==> src/rtl/reorder_buffer_commit.sv <==
`default_nettype none
// +------------------------------------------------------------------------+
// | Module      : reorder_buffer_commit                                    |
// | Description : In-order retirement queue. Rename allocates entries at   |
// |               the tail, CDB writebacks mark them ready, and the head   |
// |               entry retires in program order. A retiring mispredicted |
// |               branch raises the flush output and empties the buffer.  |
// | Option      : ROB_CDB_BYPASS_EN lets a CDB write to the valid head     |
// |               entry commit in the same cycle as the writeback.        |
// | Revision    : 1.0  initial release                                     |
// +------------------------------------------------------------------------+
module reorder_buffer_commit #(
  parameter int ROB   = 2,
  parameter int REG   = 4,
  parameter int WIDTH = 31
) (
  input  logic           clk,
  input  logic           globalReset,
  input  logic           robWe,
  input  logic           regWrite,
  input  logic [REG:0]   destRegR,
  output logic [ROB:0]   destROB,
  output logic           robFull,
  output logic           robEmpty,
  input  logic           cdbValid,
  input  logic [ROB:0]   cdbROB,
  input  logic [WIDTH:0] cdbResult,
  input  logic           cdbMispredict,
  output logic           validCommit,
  output logic [ROB:0]   commitROB,
  output logic [REG:0]   regCommit,
  output logic           commitRegWrite,
  output logic [WIDTH:0] commitResult,
  output logic           reset
);

  localparam int            c_depth = 2 ** (ROB + 1);
  localparam logic [ROB+1:0] c_one  = {{(ROB+1){1'b0}}, 1'b1};

  // Pointers carry one extra wrap bit so full and empty are distinguishable.
  logic [ROB+1:0]     r_head;
  logic [ROB+1:0]     r_tail;
  logic [c_depth-1:0] r_valid;
  logic [c_depth-1:0] r_ready;
  logic [c_depth-1:0] r_regw;
  logic [c_depth-1:0] r_mis;
  logic [REG:0]       r_dest   [c_depth];
  logic [WIDTH:0]     r_result [c_depth];

  logic [ROB:0] w_hidx;
  logic [ROB:0] w_tidx;
  logic         w_full;
  logic         w_byp;
  logic         w_mis;
  logic         w_flush;
  logic         w_alloc;
  logic         w_wb;

  // Status, commit outputs and the enables for this cycle's state updates.
  always_comb begin
    w_hidx   = r_head[ROB:0];
    w_tidx   = r_tail[ROB:0];
    w_full   = (w_hidx == w_tidx) && (r_head[ROB+1] != r_tail[ROB+1]);
    robFull  = w_full;
    robEmpty = (r_head == r_tail);
    destROB  = w_tidx;
    commitROB = w_hidx;
`ifdef ROB_CDB_BYPASS_EN
    w_byp = cdbValid && (cdbROB == w_hidx) && r_valid[w_hidx];
`else
    w_byp = 1'b0;
`endif
    validCommit    = r_valid[w_hidx] && (r_ready[w_hidx] || w_byp);
    regCommit      = r_dest[w_hidx];
    commitRegWrite = r_regw[w_hidx];
    commitResult   = w_byp ? cdbResult : r_result[w_hidx];
    w_mis          = w_byp ? cdbMispredict : r_mis[w_hidx];
    w_flush        = validCommit && w_mis;
    reset          = w_flush;
    // Fullness is judged before this cycle's commit; a flush discards everything.
    w_alloc = robWe && !w_full && !w_flush && !globalReset;
    // The entry being allocated is not yet valid, so allocation wins over a CDB hit.
    w_wb    = cdbValid && r_valid[cdbROB] && !(w_alloc && (cdbROB == w_tidx))
              && !w_flush && !globalReset;
  end

  // Pointers and per-entry status flags.
  always_ff @(posedge clk) begin
    if (globalReset) begin
      r_head  <= '0;
      r_tail  <= '0;
      r_valid <= '0;
      r_ready <= '0;
      r_regw  <= '0;
      r_mis   <= '0;
    end else if (w_flush) begin
      r_head  <= '0;
      r_tail  <= '0;
      r_valid <= '0;
      r_ready <= '0;
    end else begin
      if (validCommit) begin
        r_valid[w_hidx] <= 1'b0;
        r_head          <= r_head + c_one;
      end
      if (w_alloc) begin
        r_valid[w_tidx] <= 1'b1;
        r_ready[w_tidx] <= 1'b0;
        r_regw[w_tidx]  <= regWrite;
        r_tail          <= r_tail + c_one;
      end
      if (w_wb) begin
        r_ready[cdbROB] <= 1'b1;
        r_mis[cdbROB]   <= cdbMispredict;
      end
    end
  end

  // Payload storage; only meaningful while the matching valid bit is set.
  always_ff @(posedge clk) begin
    if (w_alloc) begin
      r_dest[w_tidx] <= regWrite ? destRegR : '0;
    end
    if (w_wb) begin
      r_result[cdbROB] <= cdbResult;
    end
  end

endmodule
`default_nettype wire

==> config.mk <==
export PLATFORM = sky130hd
export DESIGN_NAME = reorder_buffer_commit
export DESIGN_NICKNAME = d
export VERILOG_FILES = /design/src/rtl/reorder_buffer_commit.sv
export SDC_FILE = /design/constraint.sdc
export NUM_CORES = 1
export LEC_CHECK = 0
export BUFFER_PORTS_ARGS = -buffer_cell sky130_fd_sc_hd__clkbuf_2
export CAP_MARGIN = 20
export CORE_MARGIN = 5
export CORE_UTILIZATION = 54
export DETAILED_ROUTE_END_ITERATION = 10
export PLACE_DENSITY = 0.83
export SLEW_MARGIN = 10
export SYNTH_ARGS = -nofsm -noshare
export SYNTH_HDL_FRONTEND = slang
export SYNTH_SLANG_ARGS = --single-unit
export TNS_END_PERCENT = 50
==> constraint.sdc <==
create_clock -name clk -period 4.2 [get_ports clk]
set_input_delay 0.84 -clock clk [delete_from_list [all_inputs] [get_ports clk]]
set_output_delay 0.84 -clock clk [all_outputs]
set_load 0.02 [all_outputs]
==> results.json, run 1 <==
{
  "finalHoldViolations": 0,
  "synth_nets": 716,
  "postCtsHoldBufs": 0,
  "port-buffer-count": 93,
  "io_pins": 94,
  "die_h_um": 168,
  "h-tree-depth": 1,
  "r2r-end": "r_result[4][4]",
  "required_ns": 3.36,
  "holdCritPathClass": "reg -> reg",
  "ir_drop_mv": 0.370,
  "dp_hpwl_um": 15500,
  "avgRoutedWirePerCell_um": 23.4,
  "synth_cell_types": 49,
  "drt_wl_total_um": 26200,
  "gp_congestion": 0.810,
  "layout_commonest_cell": "edfxtp_1",
  "cts_resized": 0,
  "vias": 6593,
  "routed_via_density": 5.88,
  "clock.fmax_ghz": 0.295,
  "start_util_pct": 55.0,
  "post_cts_buffers": 0,
  "place_inst": 1066,
  "ys_ff_latch": 339,
  "clkSinkCount": 339,
  "synth_area_per_cell_sq_um": 20.1,
  "clkLatencyLatePin_ns": 0.56,
  "rsz0062_at_grt": "no",
  "synth-edff-count": 296,
  "final_cell_mix": "296 x edfxtp_1, 93 x clkbuf_2, 77 x mux4_2, 40 x mux2_2, 40 x dfxtp_1",
  "first_pass_iters": 5,
  "antennaDiodeCount": 0,
  "die_w_um": 168,
  "fin_util_pct": 62.6,
  "dp_slack_ns": 0.872,
  "fin_worst_skew_ns": 0.0197,
  "dieArea_sq_mm": 0.0281,
  "r2r_cells": 7,
  "grt-ovfl-total": 0,
  "cts-root-buf": "clkbuf_16",
  "setup_viol": 0,
  "status": "finished, final reports clean",
  "fin_nets": 825,
  "worst_hold_slack_ns": 0.464,
  "slew_headroom_pct": 40.4,
  "ys.flop_type": "edfxtp_1",
  "syn2layout_area_growth_pct": 13.9,
  "slew_viol_final": 0,
  "startpoint_type": "register",
  "grtUsageTotal_pct": 18.7,
  "ys_warn_count": 0,
  "critPathKind": "reg -> out",
  "post-route-drc-count": 0,
  "cts_buffers": 31,
  "drv_cap": 0,
  "setup_tns_ns": 0,
  "grt_max_degree": 41,
  "arrival_ns": 2.55,
  "syn_inst": 668,
  "timing.rr.start": "r_head[1]",
  "finalCriticalPeriod_ns": 3.39,
  "finalPower_mw": 6.42,
  "period_share_pct": 80.8,
  "worst-path-max-fanout": 28,
  "core_sq_mm": 0.0244,
  "async_reset_ff_share_pct": 0,
  "yosys.area.top_type": "edfxtp_1",
  "rrSetupSlack_ns": 1.06,
  "netlist.area_leader.share_pct": 66.2,
  "syn_area_sq_mm": 0.0134,
  "placed_area_sq_mm": 0.0143,
  "p_per_area_mw_per_mm2": 420,
  "clockBufferDepth": 3,
  "clk_pin_slew_worst_paths_ns": 0.06,
  "synth_area_leaders": "edfxtp_1 66%, mux4_2 13%, dfxtp_1 6.4%",
  "grt_pass1_vias": 6917,
  "setup_ws_ns": 0.808,
  "stdcell_count": 1122,
  "ys_seq_area_share_pct": 72.7,
  "fin_area_sq_mm": 0.0153,
  "cts_tree": "built",
  "hold_path_depth": 2,
  "cp-end-kind": "output pin",
  "grt_first_pass_wirelength_um": 40900,
  "worstHoldStart": "r_mis[0]",
  "p_leak_nw": 4.97,
  "drive_above_1_share_pct": 38.5,
  "hold_end": "r_mis[0]",
  "ant_nets": 0,
  "antenna_found_initial": 1,
  "max_slew.worst_pin.slew_ns": 0.895,
  "fill_cells": 1682,
  "drt-initial-drc-count": 565,
  "rows": 57
}
==> cells by family after synthesis <==
logic type | count (synthesis) | synth area share [%]
compound gates | 46 | 2.84
xor+xnor | 12 | 0.783
fa+ha+maj | 2 | 0.186
buf+inv | 52 | 1.95
flops | 339 | 72.7
mux | 129 | 17.4
simple gates | 88 | 4.19
==> layout make-up <==
cell class | count | area [sq um] | area share [%]
clock inverters | 10 | 72.6 | 0.475
flip-flops and latches | 339 | 9760 | 63.9
clock buffers | 44 | 855 | 5.59
multi-input cells | 277 | 3450 | 22.6
well taps | 324 | 405 | 2.65
repair buffers | 114 | 684 | 4.48
inverters | 14 | 52.6 | 0.344
==> worst max path at each step <==
stage	start	endpoint	slack, ns	depth (start not counted)
floorplan	cdbROB[0]	r_result[0][0]	0.13	4
global placement	cdbROB[0]	r_result[4][24]	0.97	6
detailed placement	cdbROB[0]	r_mis[4]	0.87	7
CTS	register	commitResult[11]	0.74	4
global route	register	commitResult[7]	0.64	4
finish	register	commitResult[11]	0.81	4
==> synthesized netlist by cell type, types with 2 or more instances <==
| library cell | n |
|---|---|
| buf_6 | 3 |
| nand3b_1 | 4 |
| buf_2 | 8 |
| mux2_2 | 40 |
| a21oi_1 | 12 |
| nor3b_1 | 2 |
| mux2i_1 | 10 |
| nand2b_1 | 5 |
| or2_2 | 3 |
| inv_1 | 14 |
| dfxtp_1 | 43 |
| mux4_2 | 77 |
| nand4b_1 | 2 |
| ha_1 | 2 |
| edfxtp_1 | 296 |
| or3_1 | 2 |
| a31o_1 | 2 |
| xnor2_1 | 4 |
| nand2_1 | 21 |
| and2_1 | 6 |
| o21ai_0 | 8 |
| nor4_4 | 3 |
| nor2b_1 | 2 |
| a31o_2 | 12 |
| nor2_1 | 10 |
| or3_4 | 2 |
| nor4_2 | 5 |
| buf_1 | 3 |
| buf_4 | 9 |
| xor2_1 | 8 |
| nand3_1 | 10 |
| nor3_1 | 8 |
| o311ai_2 | 2 |
| clkbuf_1 | 15 |
==> critical path: stages (launching register included) <==
cell and delay, ns:
dfxtp_4 0.64, buf_12 0.30, mux4_2 0.57, mux2_2 0.29, clkbuf_2 0.16
==> layer usage <==
layer / GRT usage (%) / part of all wire [%] / routed length (um) / vias up
li1: - / - / - / 2939
met1: 26.2 / 41 / 10800 / 3391
met2: 31.5 / 51 / 13400 / 220
met3: 3.35 / 5.7 / 1490 / 41
met4: 3.67 / 1.7 / 444 / 2
met5: 0 / 0.076 / 20 / -
==> power by group <==
| part | internal [mW] | switching (mW) | leakage, nW | total (mW) |
|---|---|---|---|---|
| sequential | 3.67 | 0.00977 | 3.02 | 3.68 |
| clock | 1.46 | 1.13 | 0.454 | 2.59 |
| combinational | 0.0501 | 0.103 | 1.50 | 0.153 |
==> sequential cells by signal, indices dropped and copies added (netlist names), named ones only <==
register and flops:
r_result 256, r_regw 8, r_valid 8, r_mis 8, r_ready 8, r_dest 40
r_head 4, r_tail 4
Power figures use the tool's default switching activity.
==> run 2: changes to the inputs <==
--- a/config.mk
+++ b/config.mk
@@ -5,6 +5,7 @@
 export SDC_FILE = /design/constraint.sdc
 export NUM_CORES = 1
 export LEC_CHECK = 0
+export ABC_AREA = 1
 export BUFFER_PORTS_ARGS = -buffer_cell sky130_fd_sc_hd__clkbuf_2
 export CAP_MARGIN = 20
 export CORE_MARGIN = 5
==> constraint.sdc (replaced) <==
create_clock -name clk -period 2.75 [get_ports clk]
set_input_delay 0.55 -clock clk [delete_from_list [all_inputs] [get_ports clk]]
set_output_delay 0.55 -clock clk [all_outputs]
set_load 0.02 [all_outputs]
==> run 2 against run 1 <==
Compared with the run above:
- flip-flop and latch count is the same
- critical path type unchanged
- largest power group unchanged
- combinational power increased by 50%
- sequential share of layout area decreased by 3.3 points
- count of clock-buffer cells in the layout increased by 3
- largest cell class unchanged
==> results.json, run 2 <==
{
  "arrival_ns": 2.16,
  "first_pass_iters": 6,
  "drt-initial-drc-count": 1134,
  "core_sq_mm": 0.0253,
  "grt-ovfl-total": 0,
  "worstHoldStart": "cdbResult[17]",
  "fin_util_pct": 63.9,
  "synth_area_leaders": "edfxtp_1 64%, nor2_1 7.6%, dfxtp_1 6.2%",
  "cts_buffers": 36,
  "p_leak_nw": 5.95,
  "startpoint_type": "register",
  "critPathKind": "reg -> out",
  "gp_congestion": 0.929,
  "clockBufferDepth": 3,
  "ant_nets": 0,
  "rrSetupSlack_ns": 0.33,
  "status": "finished, final reports clean",
  "ys_seq_area_share_pct": 70.2,
  "h-tree-depth": 2,
  "clkSinkCount": 339,
  "post-route-drc-count": 0,
  "dieArea_sq_mm": 0.0290,
  "rsz0062_at_grt": "yes",
  "yosysMostFrequentCell": "edfxtp_1",
  "final_cell_mix": "296 x edfxtp_1, 280 x nor2_1, 165 x o21ai_0, 119 x nand2_1, 90 x clkbuf_2",
  "required_ns": 2.20,
  "netlist.area_leader.share_pct": 64.0,
  "async_reset_ff_share_pct": 0,
  "cts_tree": "built",
  "vias": 9832,
  "avgRoutedWirePerCell_um": 19.7,
  "clock.fmax_ghz": 0.369,
  "syn_area_sq_mm": 0.0139,
  "fin_worst_skew_ns": 0.0254,
  "fill_cells": 1789,
  "antennaDiodeCount": 0,
  "ys_ff_latch": 339,
  "grt_max_degree": 65,
  "grt_first_pass_wirelength_um": 51700,
  "routed_via_density": 5.85,
  "die_h_um": 170,
  "largest_reg_flops": 256,
  "die_w_um": 170,
  "holdCritPathClass": "in -> reg",
  "multi_input_area_sq_mm": 0.00350,
  "layout_commonest_cell": "edfxtp_1",
  "setup_tns_ns": 0,
  "p_per_area_mw_per_mm2": 655,
  "finalCriticalPeriod_ns": 2.71,
  "regMostFlops": "r_result",
  "max_slew.worst_pin.slew_ns": 0.459,
  "postCtsHoldBufs": 0,
  "yosys.area.top_type": "edfxtp_1",
  "syn2layout_area_growth_pct": 16.1,
  "slew_viol_final": 0,
  "ys.flop_type": "edfxtp_1",
  "start_util_pct": 55.0,
  "clk_pin_slew_worst_paths_ns": 0.06,
  "syn_inst": 1240,
  "io_pins": 94,
  "port-buffer-count": 93,
  "cts-root-buf": "clkbuf_16",
  "fin_area_sq_mm": 0.0161,
  "synth_nets": 1288,
  "synth_cell_types": 33,
  "register_area_sq_mm": 0.00976,
  "synth-edff-count": 296,
  "drv_cap": 0,
  "drt_wl_total_um": 33100,
  "slew_headroom_pct": 69.2,
  "timing.rr.start": "r_head[0]",
  "ir_drop_mv": 0.402,
  "worst_hold_slack_ns": 0.323,
  "period_share_pct": 98.6,
  "clkLatencyLatePin_ns": 0.51,
  "grt_pass1_vias": 10000,
  "worst-path-max-fanout": 49,
  "antenna_found_initial": 0,
  "drive_above_1_share_pct": 16.1,
  "finalHoldViolations": 0,
  "synth_commonest_cells": "296 x edfxtp_1, 280 x nor2_1, 166 x o21ai_0",
  "cp-end-kind": "output pin",
  "grtUsageTotal_pct": 22.5,
  "fin_nets": 1375,
  "placed_area_sq_mm": 0.0148,
  "synth_area_per_cell_sq_um": 11.2,
  "ys_warn_count": 0,
  "setup_viol": 0,
  "dp_hpwl_um": 19200,
  "top_regs": "r_result: 256 flops, r_dest: 40 flops",
  "finalPower_mw": 10.6,
  "rows": 58
}
run 2: timing repair:
item                                    in CTS  in global routing
pin swaps                                    0                  0
endpoints found under the hold margin        0                  0
gates resized for setup                      7                 16
cloned                                       1                  1
endpoints found under the setup margin      36                 32
setup buffers                                1                  1
run 2: where the power goes:
| group | internal, mW | switching (mW) |
|---|---|---|
| combinational | 0.0602 | 0.169 |
| clock | 2.84 | 1.88 |
| sequential | 5.60 | 0.00872 |
run 2: area by class of cell:
type	count	area share [%]
Timing Repair Buffer	124	5.94
Inverter	86	2.09
Clock inverter	16	1.02
Tap cell	330	2.56
Sequential cell	339	60.5
Multi-Input combinational cell	740	21.7
Clock buffer	47	6.17
run 2: per-layer routing:
metal  routed length [um]  vias up  GRT usage [%]  part of all wire, %
met5                    0        -              0                    0
met4                 1120        0           8.72                  3.4
met3                 2530       84           4.02                  7.6
met2                16600      485           38.3                   50
met1                12900     4756           28.8                   39
li1                     -     4507              -                    -
run 2: final timing paths:
path                      to  cells after the start
max             regCommit[3]                      7
min          r_result[3][17]                      1
max reg2reg  r_result[7][15]                     10
min reg2reg        r_regw[6]                      2
run 2: worst max-delay path, cell delays in order (launching register included):
cell and delay [ns]:
dfxtp_4 0.41, inv_2 0.12, buf_12 0.26, o21ai_0 0.15
o22ai_1 0.17, nor2_1 0.09, a31oi_2 0.25, buf_4 0.19
run 2: cell families after synthesis:
logic type	after synthesis	synth area share (%)
fa+ha+maj	2	0.180
xor+xnor	3	0.189
compound gates	277	10.7
flops	339	70.2
simple gates	458	14.0
buf+inv	161	4.76
run 2: per-stage QoR:
stage | setup WS [ns] | cells
floorplan | 0.0626 | 1240
global placement | 0.361 | 1615
detailed placement | 0.230 | 1615
CTS | 0.0129 | 1680
global route | -0.0392 | 1682
finish | 0.0396 | 1682
